[src/rtl/alu_seq_pkg.sv]
// Shared definitions for the ALU sequencer: opcode values and FSM state encoding.
package alu_seq_pkg;

    // Instruction opcodes as presented on the instruction channel
    localparam logic [1:0] OP_ADD = 2'b00;
    localparam logic [1:0] OP_SUB = 2'b01;
    localparam logic [1:0] OP_AND = 2'b10;
    localparam logic [1:0] OP_OR  = 2'b11;

    // Sequencer states: accept, drive the ALU, commit the result
    typedef enum logic [1:0] {
        S_IDLE  = 2'd0,
        S_ISSUE = 2'd1,
        S_WB    = 2'd2
    } state_t;

endpackage

[src/rtl/alu_seq_if.sv]
// Instruction channel between the instruction source (master) and the
// ALU sequencer (slave): valid/ready handshake plus the decoded fields.
interface alu_seq_if #(
    parameter int AW = 2
);

    logic          instr_valid;
    logic          instr_ready;
    logic [1:0]    instr_op;
    logic [AW-1:0] instr_srca;
    logic [AW-1:0] instr_srcb;
    logic [AW-1:0] instr_dst;

    // Instruction source side
    modport master (
        output instr_valid,
        output instr_op,
        output instr_srca,
        output instr_srcb,
        output instr_dst,
        input  instr_ready
    );

    // Sequencer side
    modport slave (
        input  instr_valid,
        input  instr_op,
        input  instr_srca,
        input  instr_srcb,
        input  instr_dst,
        output instr_ready
    );

endinterface

[src/rtl/alu_seq_regfile.sv]
// Register file for the ALU sequencer: NREG x WIDTH, async active-low reset,
// two operand read ports and one debug read port (all combinational).
// The write side takes a writeback and a direct load in the same cycle;
// when both target the same entry the writeback wins and the load is dropped.
module alu_seq_regfile
    import alu_seq_pkg::*;
#(
    parameter int WIDTH = 4,
    parameter int NREG  = 4,
    parameter int AW    = $clog2(NREG)
) (
    input  logic             clock,
    input  logic             reset_n,
    input  logic [AW-1:0]    ra_addr,
    output logic [WIDTH-1:0] ra_data,
    input  logic [AW-1:0]    rb_addr,
    output logic [WIDTH-1:0] rb_data,
    input  logic [AW-1:0]    rd_addr,
    output logic [WIDTH-1:0] rd_data,
    input  logic             wb_en,
    input  logic [AW-1:0]    wb_addr,
    input  logic [WIDTH-1:0] wb_data,
    input  logic             ld_en,
    input  logic [AW-1:0]    ld_addr,
    input  logic [WIDTH-1:0] ld_data
);

    logic [WIDTH-1:0] mem [NREG];

    // Per-entry write select: writeback first, then direct load
    always_ff @(posedge clock or negedge reset_n) begin
        if (!reset_n) begin
            for (int i = 0; i < NREG; i++) begin
                mem[i] <= '0;
            end
        end else begin
            for (int i = 0; i < NREG; i++) begin
                if (wb_en && (wb_addr == AW'(i))) begin
                    mem[i] <= wb_data;
                end else if (ld_en && (ld_addr == AW'(i))) begin
                    mem[i] <= ld_data;
                end
            end
        end
    end

    assign ra_data = mem[ra_addr];
    assign rb_data = mem[rb_addr];
    assign rd_data = mem[rd_addr];

endmodule

[src/rtl/alu_sequencer.sv]
// ALU sequencer: accepts 2-operand instructions, reads operands from its
// register file, drives an external registered 4-bit ALU for one cycle, then
// commits the ALU result and carry/zero flags on the following cycle.
// Optional feature macro: ALU_SEQ_PIPE_EN -- accept the next instruction in
// the writeback cycle and forward the retiring result to its operands.
module alu_sequencer
    import alu_seq_pkg::*;
#(
    parameter int WIDTH = 4,
    parameter int NREG  = 4,
    parameter int AW    = $clog2(NREG)
) (
    input  logic             clock,
    input  logic             reset_n,
    alu_seq_if.slave         instr,
    input  logic             ld_valid,
    input  logic [AW-1:0]    ld_addr,
    input  logic [WIDTH-1:0] ld_data,
    output logic [WIDTH-1:0] alu_a,
    output logic [WIDTH-1:0] alu_b,
    output logic             alu_enable,
    output logic             alu_op_bit0,
    output logic             alu_op_bit1,
    input  logic [WIDTH-1:0] alu_rezult,
    input  logic             alu_carry,
    input  logic             alu_z,
    output logic             done,
    output logic             flag_c,
    output logic             flag_z,
    input  logic [AW-1:0]    rd_addr,
    output logic [WIDTH-1:0] rd_data
);

    state_t           state;
    state_t           state_nxt;
    logic             accept;
    logic             issue;
    logic [1:0]       op_q;
    logic [AW-1:0]    srca_q;
    logic [AW-1:0]    srcb_q;
    logic [AW-1:0]    dst_q;
    logic             fwd_a;
    logic             fwd_b;
    logic [WIDTH-1:0] ra_data;
    logic [WIDTH-1:0] rb_data;
    logic [WIDTH-1:0] opnd_a;
    logic [WIDTH-1:0] opnd_b;

    // State register
    always_ff @(posedge clock or negedge reset_n) begin
        if (!reset_n) begin
            state <= S_IDLE;
        end else begin
            state <= state_nxt;
        end
    end

    // Next-state and per-state control outputs
    always_comb begin
        state_nxt          = state;
        instr.instr_ready  = 1'b0;
        alu_enable         = 1'b0;
        done               = 1'b0;
        case (state)
            S_IDLE: begin
                instr.instr_ready = 1'b1;
                if (instr.instr_valid) begin
                    state_nxt = S_ISSUE;
                end
            end
            S_ISSUE: begin
                alu_enable = 1'b1;
                state_nxt  = S_WB;
            end
            S_WB: begin
                done      = 1'b1;
                state_nxt = S_IDLE;
`ifdef ALU_SEQ_PIPE_EN
                instr.instr_ready = 1'b1;
                if (instr.instr_valid) begin
                    state_nxt = S_ISSUE;
                end
`endif
            end
            default: begin
                state_nxt = S_IDLE;
            end
        endcase
    end

    assign accept = instr.instr_valid & instr.instr_ready;
    assign issue  = (state == S_ISSUE);

    // Capture the instruction fields on the accept edge
    always_ff @(posedge clock or negedge reset_n) begin
        if (!reset_n) begin
            op_q   <= '0;
            srca_q <= '0;
            srcb_q <= '0;
            dst_q  <= '0;
        end else if (accept) begin
            op_q   <= instr.instr_op;
            srca_q <= instr.instr_srca;
            srcb_q <= instr.instr_srcb;
            dst_q  <= instr.instr_dst;
        end
    end

    // Remember whether an operand depends on the instruction retiring at accept time
    always_ff @(posedge clock or negedge reset_n) begin
        if (!reset_n) begin
            fwd_a <= 1'b0;
            fwd_b <= 1'b0;
        end else if (accept) begin
`ifdef ALU_SEQ_PIPE_EN
            fwd_a <= (state == S_WB) && (instr.instr_srca == dst_q);
            fwd_b <= (state == S_WB) && (instr.instr_srcb == dst_q);
`else
            fwd_a <= 1'b0;
            fwd_b <= 1'b0;
`endif
        end
    end

    // The ALU holds its last result until enabled again, so alu_rezult still
    // carries the retired value during the following ISSUE cycle.
    assign opnd_a = fwd_a ? alu_rezult : ra_data;
    assign opnd_b = fwd_b ? alu_rezult : rb_data;

    // ALU bus is quiet outside ISSUE; op bits are swapped onto the ALU pins
    assign alu_a       = issue ? opnd_a : '0;
    assign alu_b       = issue ? opnd_b : '0;
    assign alu_op_bit0 = issue & op_q[1];
    assign alu_op_bit1 = issue & op_q[0];

    // Flags follow the last committed instruction
    always_ff @(posedge clock or negedge reset_n) begin
        if (!reset_n) begin
            flag_c <= 1'b0;
            flag_z <= 1'b0;
        end else if (done) begin
            flag_c <= alu_carry;
            flag_z <= alu_z;
        end
    end

    alu_seq_regfile #(
        .WIDTH (WIDTH),
        .NREG  (NREG),
        .AW    (AW)
    ) u_regfile (
        .clock   (clock),
        .reset_n (reset_n),
        .ra_addr (srca_q),
        .ra_data (ra_data),
        .rb_addr (srcb_q),
        .rb_data (rb_data),
        .rd_addr (rd_addr),
        .rd_data (rd_data),
        .wb_en   (done),
        .wb_addr (dst_q),
        .wb_data (alu_rezult),
        .ld_en   (ld_valid),
        .ld_addr (ld_addr),
        .ld_data (ld_data)
    );

endmodule

[src/flat_wrapper.sv]
// flat-port wrapper written by rule: the top's interface ports become plain ports
module alu_sequencer_flat import alu_seq_pkg::*;
#(
    parameter int WIDTH = 4,
    parameter int NREG  = 4,
    parameter int AW    = $clog2(NREG)
)
  (clock, reset_n, ld_valid, ld_addr, ld_data, alu_a, alu_b, alu_enable, alu_op_bit0, alu_op_bit1, alu_rezult, alu_carry, alu_z, done, flag_c, flag_z, rd_addr, rd_data, instr_instr_valid, instr_instr_op, instr_instr_srca, instr_instr_srcb, instr_instr_dst, instr_instr_ready);
  alu_seq_if #(.AW(AW)) instr_i ();
  input  logic clock;
  input  logic reset_n;
  input  logic ld_valid;
  input  logic [AW-1:0] ld_addr;
  input  logic [WIDTH-1:0] ld_data;
  output logic [WIDTH-1:0] alu_a;
  output logic [WIDTH-1:0] alu_b;
  output logic alu_enable;
  output logic alu_op_bit0;
  output logic alu_op_bit1;
  input  logic [WIDTH-1:0] alu_rezult;
  input  logic alu_carry;
  input  logic alu_z;
  output logic done;
  output logic flag_c;
  output logic flag_z;
  input  logic [AW-1:0] rd_addr;
  output logic [WIDTH-1:0] rd_data;
  input wire logic [$bits(instr_i.instr_valid)-1:0] instr_instr_valid;
  input wire logic [$bits(instr_i.instr_op)-1:0] instr_instr_op;
  input wire logic [$bits(instr_i.instr_srca)-1:0] instr_instr_srca;
  input wire logic [$bits(instr_i.instr_srcb)-1:0] instr_instr_srcb;
  input wire logic [$bits(instr_i.instr_dst)-1:0] instr_instr_dst;
  output wire logic [$bits(instr_i.instr_ready)-1:0] instr_instr_ready;
  assign instr_i.instr_valid = instr_instr_valid;
  assign instr_i.instr_op = instr_instr_op;
  assign instr_i.instr_srca = instr_instr_srca;
  assign instr_i.instr_srcb = instr_instr_srcb;
  assign instr_i.instr_dst = instr_instr_dst;
  assign instr_instr_ready = instr_i.instr_ready;
  alu_sequencer #(.WIDTH(WIDTH), .NREG(NREG), .AW(AW)) u_core (.clock(clock), .reset_n(reset_n), .instr(instr_i), .ld_valid(ld_valid), .ld_addr(ld_addr), .ld_data(ld_data), .alu_a(alu_a), .alu_b(alu_b), .alu_enable(alu_enable), .alu_op_bit0(alu_op_bit0), .alu_op_bit1(alu_op_bit1), .alu_rezult(alu_rezult), .alu_carry(alu_carry), .alu_z(alu_z), .done(done), .flag_c(flag_c), .flag_z(flag_z), .rd_addr(rd_addr), .rd_data(rd_data));
endmodule
[config.mk]
export PLATFORM = sky130hd
export DESIGN_NAME = alu_sequencer_flat
export DESIGN_NICKNAME = d
export VERILOG_FILES = /design/src/rtl/alu_seq_pkg.sv /design/src/rtl/alu_seq_if.sv /design/src/rtl/alu_seq_regfile.sv /design/src/rtl/alu_sequencer.sv /design/src/flat_wrapper.sv
export SDC_FILE = /design/constraint.sdc
export NUM_CORES = 1
export LEC_CHECK = 0
export ABC_AREA = 1
export CORE_AREA = 2 2 66 68
export DETAILED_ROUTE_END_ITERATION = 8
export DIE_AREA = 0 0 68 70
export GPL_TIMING_DRIVEN = 0
export MAX_ROUTING_LAYER = met4
export PLACE_DENSITY = 0.73
export SYNTH_ARGS = -nofsm -noshare
export SYNTH_HDL_FRONTEND = slang
export SYNTH_SLANG_ARGS = --single-unit
[constraint.sdc]
create_clock -name clock -period 2.5 [get_ports clock]
set_input_delay 0.5 -clock clock [delete_from_list [all_inputs] [get_ports clock]]
set_output_delay 0.5 -clock clock [all_outputs]
set_load 0.01 [all_outputs]
* Yosys cells after proc, flatten, opt, wreduce, memory -nomap -nowiden
Index checks and enable logic that the tools add are counted.
Operators by class: add/subtract/negate cells 0, multipliers 0, divide/modulo/power cells 0, order comparisons 3, equality and inequality tests 9, shift operators 0, muxes and demuxes 24, bitwise logic cells 6, reduce and logical (&&, ||, !) cells 15
Operator list (number):
- 4-bit two-way mux | 16
- 4-bit binary-select mux with 2-bit select | 3
- 2-bit == test (second input constant) | 5
- 3-bit >= comparator (second input constant) | 3
- 2-bit NOT with 3-bit output | 3
- 1-bit logical AND | 8
- 2-bit nonzero test | 4
- 2-bit by 1-bit == test with 1-bit output (second input constant) | 3
- 2-bit logical NOT | 3
- 2-bit case mux with 2 select lines | 1
- 1-bit bitwise AND | 3
- 1-bit two-way mux | 3
- 2-bit two-way mux | 1
- 2-bit != test (second input constant) | 1
Storage, ports and cells: register bits 28, bits in latches 0, RAM bits 0, bits in read-only memories 0, input port bits 26, output and inout port bits 19, word-level logic and storage cells 68, memories 0

* Depth between registers and ports, before layout
word-level depth 5, depth in mapped cells 7, gate-level depth less buffers 6

* Hierarchy
Synthesis repeated with hierarchy kept, for this count alone.
Second synthesis, totals: cells, all modules 275, area, all modules 1843.0 um^2
Modules (own cells, without submodules):
- alu_seq_regfile | times used 1, cells each 201, area an instance 1280.0 um^2, sequential area each 400.4 um^2
- alu_sequencer | times used 1, cells each 74, area an instance 563.0 um^2, sequential area each 300.3 um^2

* Least setup slack after synthesis
No wires, ideal clock.
kind input-to-output, start input port rd_addr[0], end output port rd_data[1], data arrival time 1.124 ns, data required time 2.000 ns, setup slack 0.876 ns, stages 5, buffers on the path 2, path through clkbuf_1 -> buf_2 -> nand2_1 -> o211ai_1 -> nand2_1
Between the ends: longest elaborated chain between the ends 4
Ends and longest elaborated chain:
- start, declared | line flat_wrapper.sv:26 | input logic [AW-1:0] rd_addr;
- 2-bit NOT with 3-bit output (not written as such) | line alu_seq_regfile.sv:49 | assign rd_data = mem[rd_addr];
- 4-bit binary-select mux with 2-bit select | line alu_seq_regfile.sv:49
- 4-bit two-way mux (not written as such) (2 in series) | line alu_seq_regfile.sv:49
- end, declared | line flat_wrapper.sv:27 | output logic [WIDTH-1:0] rd_data;
No other way between the ends. The select of a mux whose other input is x is not followed.

* Final worst setup path
start register u_core.srcb_q[0], end output port alu_b[1]
Between the ends: longest elaborated chain between the ends 5
Ends and longest elaborated chain:
- start, declared | line alu_sequencer.sv:40 | logic [AW-1:0] srcb_q;
- start signal, assigned | line alu_sequencer.sv:104 | srcb_q <= instr.instr_srcb;
- 2-bit NOT with 3-bit output (not written as such) | line alu_seq_regfile.sv:48 | assign rb_data = mem[rb_addr];
- 4-bit binary-select mux with 2-bit select | line alu_seq_regfile.sv:48
- 4-bit two-way mux (not written as such) (2 in series) | line alu_seq_regfile.sv:48
- 4-bit two-way mux | line alu_sequencer.sv:132 | assign alu_b = issue ? opnd_b : '0;
- end, declared | line flat_wrapper.sv:16 | output logic [WIDTH-1:0] alu_b;
No other way between the ends. The select of a mux whose other input is x is not followed.

==> results_dict.tcl <==
set metrics [dict create \
    cap_viol_max_count 0 \
    synth-seq-cells 28 \
    final_cell_mix "nand3_1 (61), nand2_1 (59), clkdlybuf4s50_1 (41)" \
    coreArea_mm2 0.00414 \
    rsz0062_at_grt "no" \
    reg2reg_setup_slack_ns 1.23 \
    p_per_area_mw_per_mm2 727 \
    cp.depth 4 \
    synthCells 252 \
    cts_tree "yes" \
    syn_nets 278 \
    critPathKind "reg -> out" \
    tightest_slew_ns 0.626 \
    clockBufferDepth 2 \
    place_congestion 0.895 \
    fmax_mhz 421 \
    wl_per_cell_um 13.4 \
    reg2reg_from "u_core.dst_q[0]" \
    wl_met2_um 2190 \
    die_w_um 68 \
    grt_usage_pct 21.9 \
    worst-path-max-fanout 10 \
    start_kind "register" \
    ctsHoldBuffers 0 \
    grt_first_pass_wirelength_um 7680 \
    drive_gt1_share_pct 6.73 \
    met1_length_um 2110 \
    outcome "finished, final reports clean" \
    vias 1851 \
    critPathArrivalTime_ns 1.88 \
    slew_headroom_pct 58.3 \
    synth_area_mm2 0.00178 \
    holdWs_ns 0.225 \
    first_iter_violations 154 \
    syn_area_per_cell_um2 7.05 \
    via_per_inst 5.30 \
    startpoint "u_core.srcb_q[0]" \
    io_buffers 42 \
    crit_family "buffers and inverters" \
    cpMaxStageDelayCell "clkdlybuf4s50_1" \
    r2r-end "u_core.u_regfile.mem[11]" \
    grt_pass1_vias 1576 \
    clk_pin_slew_ns 0.09 \
    start_util_pct 42.9 \
    hold_path.class "in -> async" \
    area_delta_synth_final_pct 29.4 \
    std_cell_rows 24 \
    slew_viol_final 0 \
    crit_end "alu_b[1]" \
    grt_max_degree 29 \
    cts_setup_buffers 0 \
    clock_latency_ns 0.28 \
    finalCriticalPeriod_ns 2.38 \
    clockRootBuffer "clkbuf_8" \
    cp.required_ns 2.00 \
    hpwl_um 3600 \
    ff2ff_path_depth 7 \
    critPathCaptureType "output port" \
    grt_overflow_total 0 \
    first_pass_iters 5 \
    layout_commonest_cell "nand3_1" \
    p_leak_nw 1.09 \
    fin_skew_ns 0.00263 \
    peakVddDrop_v 0.000475 \
    antenna_found_initial 0 \
    die_area_mm2 0.00476 \
    cts.sinks 28 \
    routed_wl_um 4680 \
    period_share_pct 95.1 \
    io-pin-count 45 \
    cp_cell_sequence "buf_1 -> o211ai_1 -> a21oi_1 -> clkdlybuf4s50_1" \
    tns_ns 0 \
    num_antenna_cells 0 \
    met3WireLength_um 329 \
    final_antenna_net_count 0 \
    post-route-drc-count 0 \
    numCtsBuffers 3 \
    ctsResizeCount 0 \
    ctsHtreeMaxLevel 1 \
    max_stage_delay_ns 0.56 \
    die_h_um 70 \
    cp_num_buf_inv 2 \
    seq_area_frac_synth_pct 39.4 \
    ys_warn_count 0 \
    hold_violations 0 \
    setup_viol 0 \
    routed.top_layer "met4" \
    ys_types 20 \
    num-nets-final 325 \
]
[through the flow]
| stage | area [um^2] | setup slack (ns) | power (mW) | util, % | std cells |
|---|---|---|---|---|---|
| global placement | 2260 | 0.332 | 1.42 | 54.6 | 346 |
| global route | 2300 | 0.0135 | 1.81 | 55.5 | 349 |
| finish | 2300 | 0.122 | 1.67 | 55.5 | 349 |
| floorplan | 1780 | 0.876 | 1.13 | - | 252 |
| detailed placement | 2260 | 0.332 | 1.43 | 54.6 | 346 |
| CTS | 2300 | 0.127 | 1.67 | 55.6 | 349 |
[routing by layer]
layer	GRT usage, %	vias up
li1	-	940
met1	30.3	844
met2	33.2	62
met3	3.70	5
met4	5.78	0
met5	-	-
[state kept, by name (all words and copies together), names as in the netlist]
register and count:
u_core.dst_q 2, u_core.op_q 2, u_core.flag_z 1, u_core.state 2, u_core.flag_c 1, u_core.srcb_q 2, u_core.srca_q 2, u_core.u_regfile.mem 16
[Yosys cell counts]
cell type  instances  area (um^2)
a21oi_1           12         60.1
clkbuf_1           1         3.75
o21ai_0           15         75.1
nor2_4             2         22.5
nand2_1           59          221
nand4_1            5         31.3
nor2_1             6         22.5
nand3_1           61          305
buf_6              1         11.3
nand3b_1           4         30.0
inv_2              2         7.51
nand2_4            1         11.3
inv_1             32          120
buf_1              2         7.51
o211ai_1          12         90.1
nand2_2            1         6.26
buf_4              3         22.5
buf_2              3         15.0
nor2_2             2         12.5
dfrtp_1           28          701
[worst min path at each step]
stage,end,start,depth (start not counted),slack (ns)
after floorplan,u_core.dst_q[0],reset_n,0,0.20
after global placement,u_core.flag_z,u_core.flag_z,2,0.49
after detailed placement,u_core.flag_c,u_core.flag_c,2,0.49
after CTS,u_core.state[1],u_core.state[1],1,0.51
after global routing,u_core.flag_z,reset_n,1,0.27
final,u_core.dst_q[0],reset_n,1,0.23
[power breakdown]
part / total [mW] / switching (mW) / internal [mW]
clock: 0.251 / 0.143 / 0.109
combinational: 0.731 / 0.412 / 0.319
sequential: 0.690 / 0.108 / 0.582
[cell type report]
| type | count | area (um^2) |
|---|---|---|
| timing repair buffer | 42 | 415 |
| sequential | 28 | 702 |
| tap | 52 | 65.1 |
| clock buffer | 3 | 41.3 |
| fill | 399 | 1840 |
| multi-input combinational | 180 | 888 |
| buffer | 10 | 60.1 |
| inverter | 34 | 128 |
[worst register-to-register path, delay by kind of cell (launching register included)]
family	cells	cell delay, ns
AO/OA/AOI/OAI	1	0.13
buffers and inverters	2	0.28
flip-flops	1	0.38
AND/OR/NAND/NOR	4	0.39
[cells by family (layout without fill, tap and decap cells)]
| kind of cell | after synthesis | in the layout | synth area share, % |
|---|---|---|---|
| compound gates | 39 | 39 | 12.7 |
| simple gates | 141 | 141 | 37.3 |
| flops | 28 | 28 | 39.4 |
| buf+inv | 44 | 89 | 10.6 |
No activity file was read; power rests on OpenSTA's default activity.
